`src/rtl/light_sequencer.sv`:
```
// Control front-end for the lights selector: button synchroniser/debouncer plus WHITE/MANUAL/AUTO mode FSM.
// Optional long-press white toggle is compiled in with `define LIGHT_SEQ_LONG_PRESS_EN.
module light_sequencer #(
  parameter int DEBOUNCE_CYCLES = 16,
  parameter int AUTO_PERIOD     = 1000,
  parameter int LONG_CYCLES     = 5000
) (
  input  logic       clk,
  input  logic       rst,
  input  logic       btn_raw,
  input  logic       white_req,
  input  logic       auto_en,
  output logic       advance,
  output logic       sel,
  output logic       enable,
  output logic [2:0] colour_idx,
  output logic [1:0] state
);

  localparam int DB_W = (DEBOUNCE_CYCLES > 1) ? $clog2(DEBOUNCE_CYCLES) : 1;
  localparam int AP_W = $clog2(AUTO_PERIOD);
  localparam logic [DB_W-1:0] DB_LAST = DB_W'(DEBOUNCE_CYCLES - 1);
  localparam logic [AP_W-1:0] AP_LAST = AP_W'(AUTO_PERIOD - 1);

  localparam logic [1:0] ST_WHITE   = 2'b00;
  localparam logic [1:0] ST_MANUAL  = 2'b01;
  localparam logic [1:0] ST_AUTO    = 2'b10;
  localparam logic [1:0] ST_ILLEGAL = 2'b11;

  function automatic logic [2:0] next_colour(input logic [2:0] c);
    next_colour = (c >= 3'd6 || c == 3'd0) ? 3'd1 : c + 3'd1;
  endfunction

  logic            sync1_q, sync1_d, sync2_q, sync2_d;
  logic [1:0]      fill_q, fill_d;
  logic            arm_q, arm_d;
  logic [DB_W-1:0] db_cnt_q, db_cnt_d;
  logic            btn_db_q, btn_db_d, btn_dly_q, btn_dly_d;
  logic            press;

  logic [1:0]      state_q, state_d;
  logic [AP_W-1:0] auto_cnt_q, auto_cnt_d;
  logic            advance_q, advance_d;
  logic            sel_q, sel_d, enable_q, enable_d;
  logic [2:0]      colour_q, colour_d;
  logic            wr_eff, lp_white;

  // Input path: 2-flop synchroniser, then a mismatch-run debouncer.
  // arm_q blocks a button that was already held through reset until it has been seen released.
  always_comb begin
    sync1_d   = btn_raw;
    sync2_d   = sync1_q;
    fill_d    = {fill_q[0], 1'b1};
    arm_d     = arm_q | (fill_q[1] & ~sync2_q);
    btn_dly_d = btn_db_q;
    btn_db_d  = btn_db_q;
    db_cnt_d  = '0;
    if (sync2_q != btn_db_q) begin
      if (db_cnt_q == DB_LAST) btn_db_d = sync2_q;
      else                     db_cnt_d = db_cnt_q + 1'b1;
    end
  end

  always_ff @(posedge clk or negedge rst) begin
    if (!rst) begin
      sync1_q   <= 1'b0;
      sync2_q   <= 1'b0;
      fill_q    <= 2'b00;
      arm_q     <= 1'b0;
      db_cnt_q  <= '0;
      btn_db_q  <= 1'b0;
      btn_dly_q <= 1'b0;
    end else begin
      sync1_q   <= sync1_d;
      sync2_q   <= sync2_d;
      fill_q    <= fill_d;
      arm_q     <= arm_d;
      db_cnt_q  <= db_cnt_d;
      btn_db_q  <= btn_db_d;
      btn_dly_q <= btn_dly_d;
    end
  end

  assign press = btn_db_q & ~btn_dly_q & arm_q;

`ifdef LIGHT_SEQ_LONG_PRESS_EN
  localparam int LP_W = (LONG_CYCLES > 1) ? $clog2(LONG_CYCLES) : 1;
  localparam logic [LP_W-1:0] LP_LAST = LP_W'(LONG_CYCLES - 1);

  logic [LP_W-1:0] lp_cnt_q, lp_cnt_d;
  logic            lp_done_q, lp_done_d, lp_white_q, lp_white_d;

  // lp_done_q limits the toggle to once per continuous hold.
  always_comb begin
    lp_cnt_d   = lp_cnt_q;
    lp_done_d  = lp_done_q;
    lp_white_d = lp_white_q;
    if (!btn_db_q) begin
      lp_cnt_d  = '0;
      lp_done_d = 1'b0;
    end else if (!lp_done_q) begin
      if (lp_cnt_q == LP_LAST) begin
        lp_white_d = ~lp_white_q;
        lp_done_d  = 1'b1;
      end else begin
        lp_cnt_d = lp_cnt_q + 1'b1;
      end
    end
  end

  always_ff @(posedge clk or negedge rst) begin
    if (!rst) begin
      lp_cnt_q   <= '0;
      lp_done_q  <= 1'b0;
      lp_white_q <= 1'b0;
    end else begin
      lp_cnt_q   <= lp_cnt_d;
      lp_done_q  <= lp_done_d;
      lp_white_q <= lp_white_d;
    end
  end

  assign lp_white = lp_white_q;
`else
  // Long press compiled out; the parameter stays so both builds share one interface.
  assign lp_white = (LONG_CYCLES < 0);
`endif

  always_ff @(posedge clk or negedge rst) begin
    if (!rst) state_q <= ST_WHITE;
    else      state_q <= state_d;
  end

  always_comb begin
    wr_eff = white_req | lp_white;
    if (state_q == ST_ILLEGAL || wr_eff) state_d = ST_WHITE;
    else if (auto_en)                    state_d = ST_AUTO;
    else                                 state_d = ST_MANUAL;
  end

  // Outputs are decided from the next state so they register in the same edge as state_q.
  always_comb begin
    logic active, terminal, leaving;
    active     = (state_q == ST_MANUAL) || (state_q == ST_AUTO);
    terminal   = (state_q == ST_AUTO) && (auto_cnt_q == AP_LAST);
    leaving    = (state_q != ST_AUTO) || (state_d != ST_AUTO);
    advance_d  = active && (state_d != ST_WHITE) && !advance_q && (press || terminal);
    sel_d      = (state_d != ST_WHITE);
    enable_d   = (state_d != ST_WHITE);
    auto_cnt_d = (leaving || press || terminal) ? '0 : auto_cnt_q + 1'b1;
    colour_d   = advance_q ? next_colour(colour_q) : colour_q;
  end

  always_ff @(posedge clk or negedge rst) begin
    if (!rst) begin
      auto_cnt_q <= '0;
      advance_q  <= 1'b0;
      sel_q      <= 1'b0;
      enable_q   <= 1'b0;
      colour_q   <= 3'd1;
    end else begin
      auto_cnt_q <= auto_cnt_d;
      advance_q  <= advance_d;
      sel_q      <= sel_d;
      enable_q   <= enable_d;
      colour_q   <= colour_d;
    end
  end

  assign advance    = advance_q;
  assign sel        = sel_q;
  assign enable     = enable_q;
  assign colour_idx = colour_q;
  assign state      = state_q;

endmodule
```
`config.mk`:
```
export PLATFORM = sky130hd
export DESIGN_NAME = light_sequencer
export DESIGN_NICKNAME = d
export VERILOG_FILES = /design/src/rtl/light_sequencer.sv
export SDC_FILE = /design/constraint.sdc
export NUM_CORES = 1
export LEC_CHECK = 0
export CORE_MARGIN = 2
export CORE_UTILIZATION = 30
export CTS_BUF_LIST = sky130_fd_sc_hd__clkbuf_4 sky130_fd_sc_hd__clkbuf_8
export DETAILED_ROUTE_END_ITERATION = 16
export SYNTH_ARGS = -nofsm -noshare
export SYNTH_HDL_FRONTEND = slang
export SYNTH_SLANG_ARGS = --single-unit
```
`constraint.sdc`:
```
create_clock -name clk -period 1.9 [get_ports clk]
set_input_delay 0.38 -clock clk [delete_from_list [all_inputs] [get_ports clk]]
set_output_delay 0.38 -clock clk [all_outputs]
set_load 0.02 [all_outputs]
```
### After elaboration in Yosys (flattened, before gate mapping)

Index checks and enable logic that the tools add are counted.

* output and inout port bits: 8
* register bits: 28
* word-level logic and storage cells: 51

* mux-type cells: 6
* add/subtract/negate cells: 3
* order comparisons: 1
* eq/ne operators: 8
* reductions and logical operators: 15
* bitwise gates (word level): 6

Operator list (number)
* adder 10 x 1 -> 10 bit (second input constant): 1
* equality test 10 bit (second input constant): 1
* two-way mux 10 bit: 1
* two-way mux 4 bit: 2
* logical OR 1 bit: 7
* adder 4 x 1 -> 4 bit (second input constant): 1
* equality test 2 bit (second input constant): 2
* equality test 4 bit (second input constant): 1
* logical AND 1 bit: 4
* two-way mux 2 bit: 2
* != test 2 bit (second input constant): 2
* adder 3 x 1 -> 3 bit (second input constant): 1
* AND 1 bit: 3
* >= comparator 3 bit (second input constant): 1
* logical NOT 3 bit: 1
* two-way mux 3 bit: 1
* equality test 2 x 1 -> 1 bit (second input constant): 1
* inverter 1 bit: 2
* AND reduction 2 bit: 1
* nonzero test 2 bit: 1
* logical NOT 1 bit: 1
* != test 1 bit: 1
* bitwise OR 1 bit: 1

### Depth between registers and ports, before layout

* word-level depth: 8
* mapped depth: 7
* depth with buffers taken out: 6

### Worst setup path before layout

Ideal clock, no wire load.

* path type: register -> register
* start: register state_q[0], in the netlist state[0]
* end: register auto_cnt_q[3]
* data arrival time: 1.396 ns
* path buffers: 1
* path slack: 0.432 ns
* stages on the path, launching flop included: 7
* library setup time: 0.071 ns
* path through: dfrtp_1 > ha_1 > nor3b_1 > nand3_1 > nand2b_1 > buf_6 > nor2_1

* word-level cells in the longest chain between the ends: 8
* elaborated cells on any way between the ends: 11
* classes of those cells: eq/ne: 4; mux: 2; reduce/logical: 5

Ends and longest elaborated chain
* from (decl): RTL line 41 `logic [1:0] state_q, state_d;`
* from (signal assigned): RTL line 131 `else state_q <= state_d;`
* equality test 2 bit: RTL line 136 `if (state_q == ST_ILLEGAL || wr_eff) state_d = ST_WHITE;`
* logical OR 1 bit: RTL line 136
* two-way mux 2 bit: RTL line 136
* named net state_d[1]: RTL line 41
* != test 2 bit: RTL line 146 `leaving = (state_q != ST_AUTO) || (state_d != ST_AUTO);`
* logical OR 1 bit: RTL line 146
* logical OR 1 bit (2 in series): RTL line 150 `auto_cnt_d = (leaving || press || terminal) ? '0 : auto_cnt_q + 1'b1;`
* two-way mux 10 bit: RTL line 150
* named net auto_cnt_d[3]: RTL line 42 `logic [AP_W-1:0] auto_cnt_q, auto_cnt_d;`
* to (signal assigned): RTL line 162 `auto_cnt_q <= auto_cnt_d;`
* to (decl): RTL line 42

The timed path passes the listed nets, and every way through them passes these cells.
A chain may end at the register's enable or synchronous reset.

### Worst setup path after layout

* start: register colour_q[0], in the netlist colour_idx[0]
* end: output port colour_idx[0]

RTL lines
* from (decl): RTL line 45 `logic [2:0] colour_q, colour_d;`
* from (signal assigned): RTL line 166 `colour_q <= colour_d;`
* to (decl): RTL line 16 `output logic [2:0] colour_idx,`

No word-level cell between the ends.

==> metrics.yaml <==
dp_hpwl_mm: 1.41
r2r_cells: 5
pwr-share-comb: 0.059
status: "complete, no violations"
fin_skew_ns: 0.00273
crit_path_start_kind: "register"
holdPathEnd: "fill_q[1]"
drtAntennaViolNets: 0
place.gp.congestion: 0.703
reg2reg_to: "auto_cnt_q[8]"
htree_levels: 1
switchingPower_mw: 0.219
synth_cell_types: 27
start_util: 0.321
setup_viol: 0
ys_ff_latch: 28
synth_enable_flop_cells: 0
setup_tns_ns: 0
cp.arrival_ns: 1.43
hp-start: "fill_q[0]"
synth-async-reset-ratio: 1.00
path_buf_inv: 1
drc: 0
worstPathCellList: "clkdlybuf4s50_1"
power_mw: 1.04
whs_path_depth: 0
critPathMaxStageDelay_ns: 0.60
powerDensity_nw_per_um2: 731
ys_seq_area_frac: 0.585
numPortBuffers: 12
period_share: 0.952
final_layout_size_suffix_gt1_frac: 0.0484
rsz0062_at_grt: "false"
grt-ovfl-total: 0
path_max_fanout: 4
cts_tree: "built"
maxCapViolCount: 0
synthCells: 109
synthFlopType: "dfrtp_1"
ctsResizeCount: 0
seq_power_share: 0.594
yosys.area.top_type: "dfrtp_1"
diodes: 0
yosysTopAreaCellShare: 0.563
grt_usage: 0.104
r2r-start: "state[0]"
cts-buffers-inserted: 3
fill_cells: 404
top_level_ports: 13
core_um2: 3740
p_int_mw: 0.823
vias: 777
die_h_um: 67.2
crit_family: "buffers and inverters"
first_iter_violations: 59
post_cts_buffers: 0
finalHoldViolations: 0
die_area_um2: 4520
postCtsHoldBufs: 0
cts.sinks: 28
holdCritPathClass: "reg -> reg"
fmax_mhz: 553
antenna_found_initial: 0
ir_worst_vdd_mv: 0.266
finalNetCount: 137
syn_to_final_growth_pct: 18.7
syn_avg_cell_area_um2: 11.0
path_clk_slew_ns: 0.09
yosysMostFrequentCell: "dfrtp_1"
insertion_delay_ns: 0.27
drt-vias-per-instance: 4.52
syn-num-nets: 121
netlist_top_cells_count: "dfrtp_1 (27), nor2_1 (19), xnor2_1 (8), ha_1 (7)"
ff2ff_setup_slack_ns: 0.32
path_class: "reg -> out"
grt_pass1_vias: 856
cts_max_path_buffers: 2
drv_slew: 0
yosys_warnings: 0
grt_start_max_net_pins: 29
ys_top_cells_by_area: "dfrtp_1 (56%), ha_1 (7.3%), nor2_1 (5.9%)"
netlist_area_um2: 1200
total_leakage_power_nw: 0.587
clockRootBuffer: "clkbuf_8"
wirelength_mm: 1.87
required_ns: 1.52
p_clk_frac: 0.347
wl_per_cell_um: 10.9
die_w_um: 67.2
crit_slowest_cell: "clkdlybuf4s50_1"
drt_first_pass_iters: 2
critPathCaptureType: "output pin"
grt_pass1_wl_mm: 3.57
rows: 22
finalCriticalPeriod_ns: 1.81
sw_frac_of_total: 0.210
-- worst max path at each step --
| stage | from | endpoint | cells past startpoint |
|---|---|---|---|
| 2_1_floorplan | state[0] | auto_cnt_q[3] | 6 |
| 6_report | colour_idx[0] | colour_idx[0] | 1 |
| 3_3_place_gp | auto_en | auto_cnt_q[7] | 5 |
| 5_1_grt | colour_idx[0] | colour_idx[0] | 1 |
| 4_1_cts | colour_idx[0] | colour_idx[0] | 1 |
| 3_5_place_dp | auto_en | auto_cnt_q[8] | 5 |
-- final cells by class --
type	count	area [µm²]	share of cell area
clock buffers	4	55.1	0.0387
inverters	6	22.5	0.0158
multi-input cells	73	457	0.321
flip-flops and latches	28	702	0.493
well taps	48	60.1	0.0422
repair buffers	13	128	0.0896
-- state kept, by name, summed over array words and instances, names as in the netlist --
name        cells
db_cnt_q        4
advance         1
fill_q          2
auto_cnt_q     10
btn_db_q        1
enable          1
arm_q           1
btn_dly_q       1
sync1_q         1
colour_idx      3
sync2_q         1
state           2
-- layout by cell type, fill, tap and decap left out, types with 2 or more instances in the layout --
master and instances:
dfrtp_1 27, nor2_1 19, clkdlybuf4s50_1 12, xnor2_1 8, ha_1 7, inv_1 6
nand3_1 6, nand2_1 6, a21oi_1 5, nor3_1 4, clkbuf_8 4, nor3b_1 2
xor2_1 2, o21ai_0 2
-- through the flow --
stage          instance area [µm²]  worst slack, ns  cells  utilization  hold WS, ns
6_report                      1420           0.0913    172        0.380        0.353
5_1_grt                       1420           0.0465    172        0.380        0.364
4_1_cts                       1420           0.0719    172        0.380        0.358
3_5_place_dp                  1370            0.109    168        0.366        0.336
3_3_place_gp                  1370            0.169    168        0.366        0.333
2_1_floorplan                 1200            0.432    109            -       0.0844
-- cells by family (layout without fill, tap and decap cells) --
logic type,count (synthesis),after routing,synth area share
other cells,1,1,0.00313
buf+inv,8,23,0.0344
flops,28,28,0.585
simple gates,44,44,0.176
fa+ha+maj,7,7,0.0730
xor+xnor,10,10,0.0730
compound gates,11,11,0.0553
-- metal layers --
metal / part of all wire / vias to the layer above / global-route usage
li1: - / 389 / -
met4: 0.014 / 0 / 0.0459
met2: 0.52 / 10 / 0.193
met1: 0.44 / 374 / 0.111
met5: 0 / - / 0
met3: 0.024 / 4 / 0.0250
-- power by group through the flow --
stage,Combinational (mW),Clock (mW),Sequential (mW)
5_1_grt,0.0727,0.397,0.621
6_report,0.0615,0.361,0.619
2_1_floorplan,0.0247,0,0.634
4_1_cts,0.0639,0.380,0.619
3_5_place_dp,0.0634,0,0.631
3_3_place_gp,0.0616,0,0.630
Note: power is estimated with default switching activity, not from simulation.
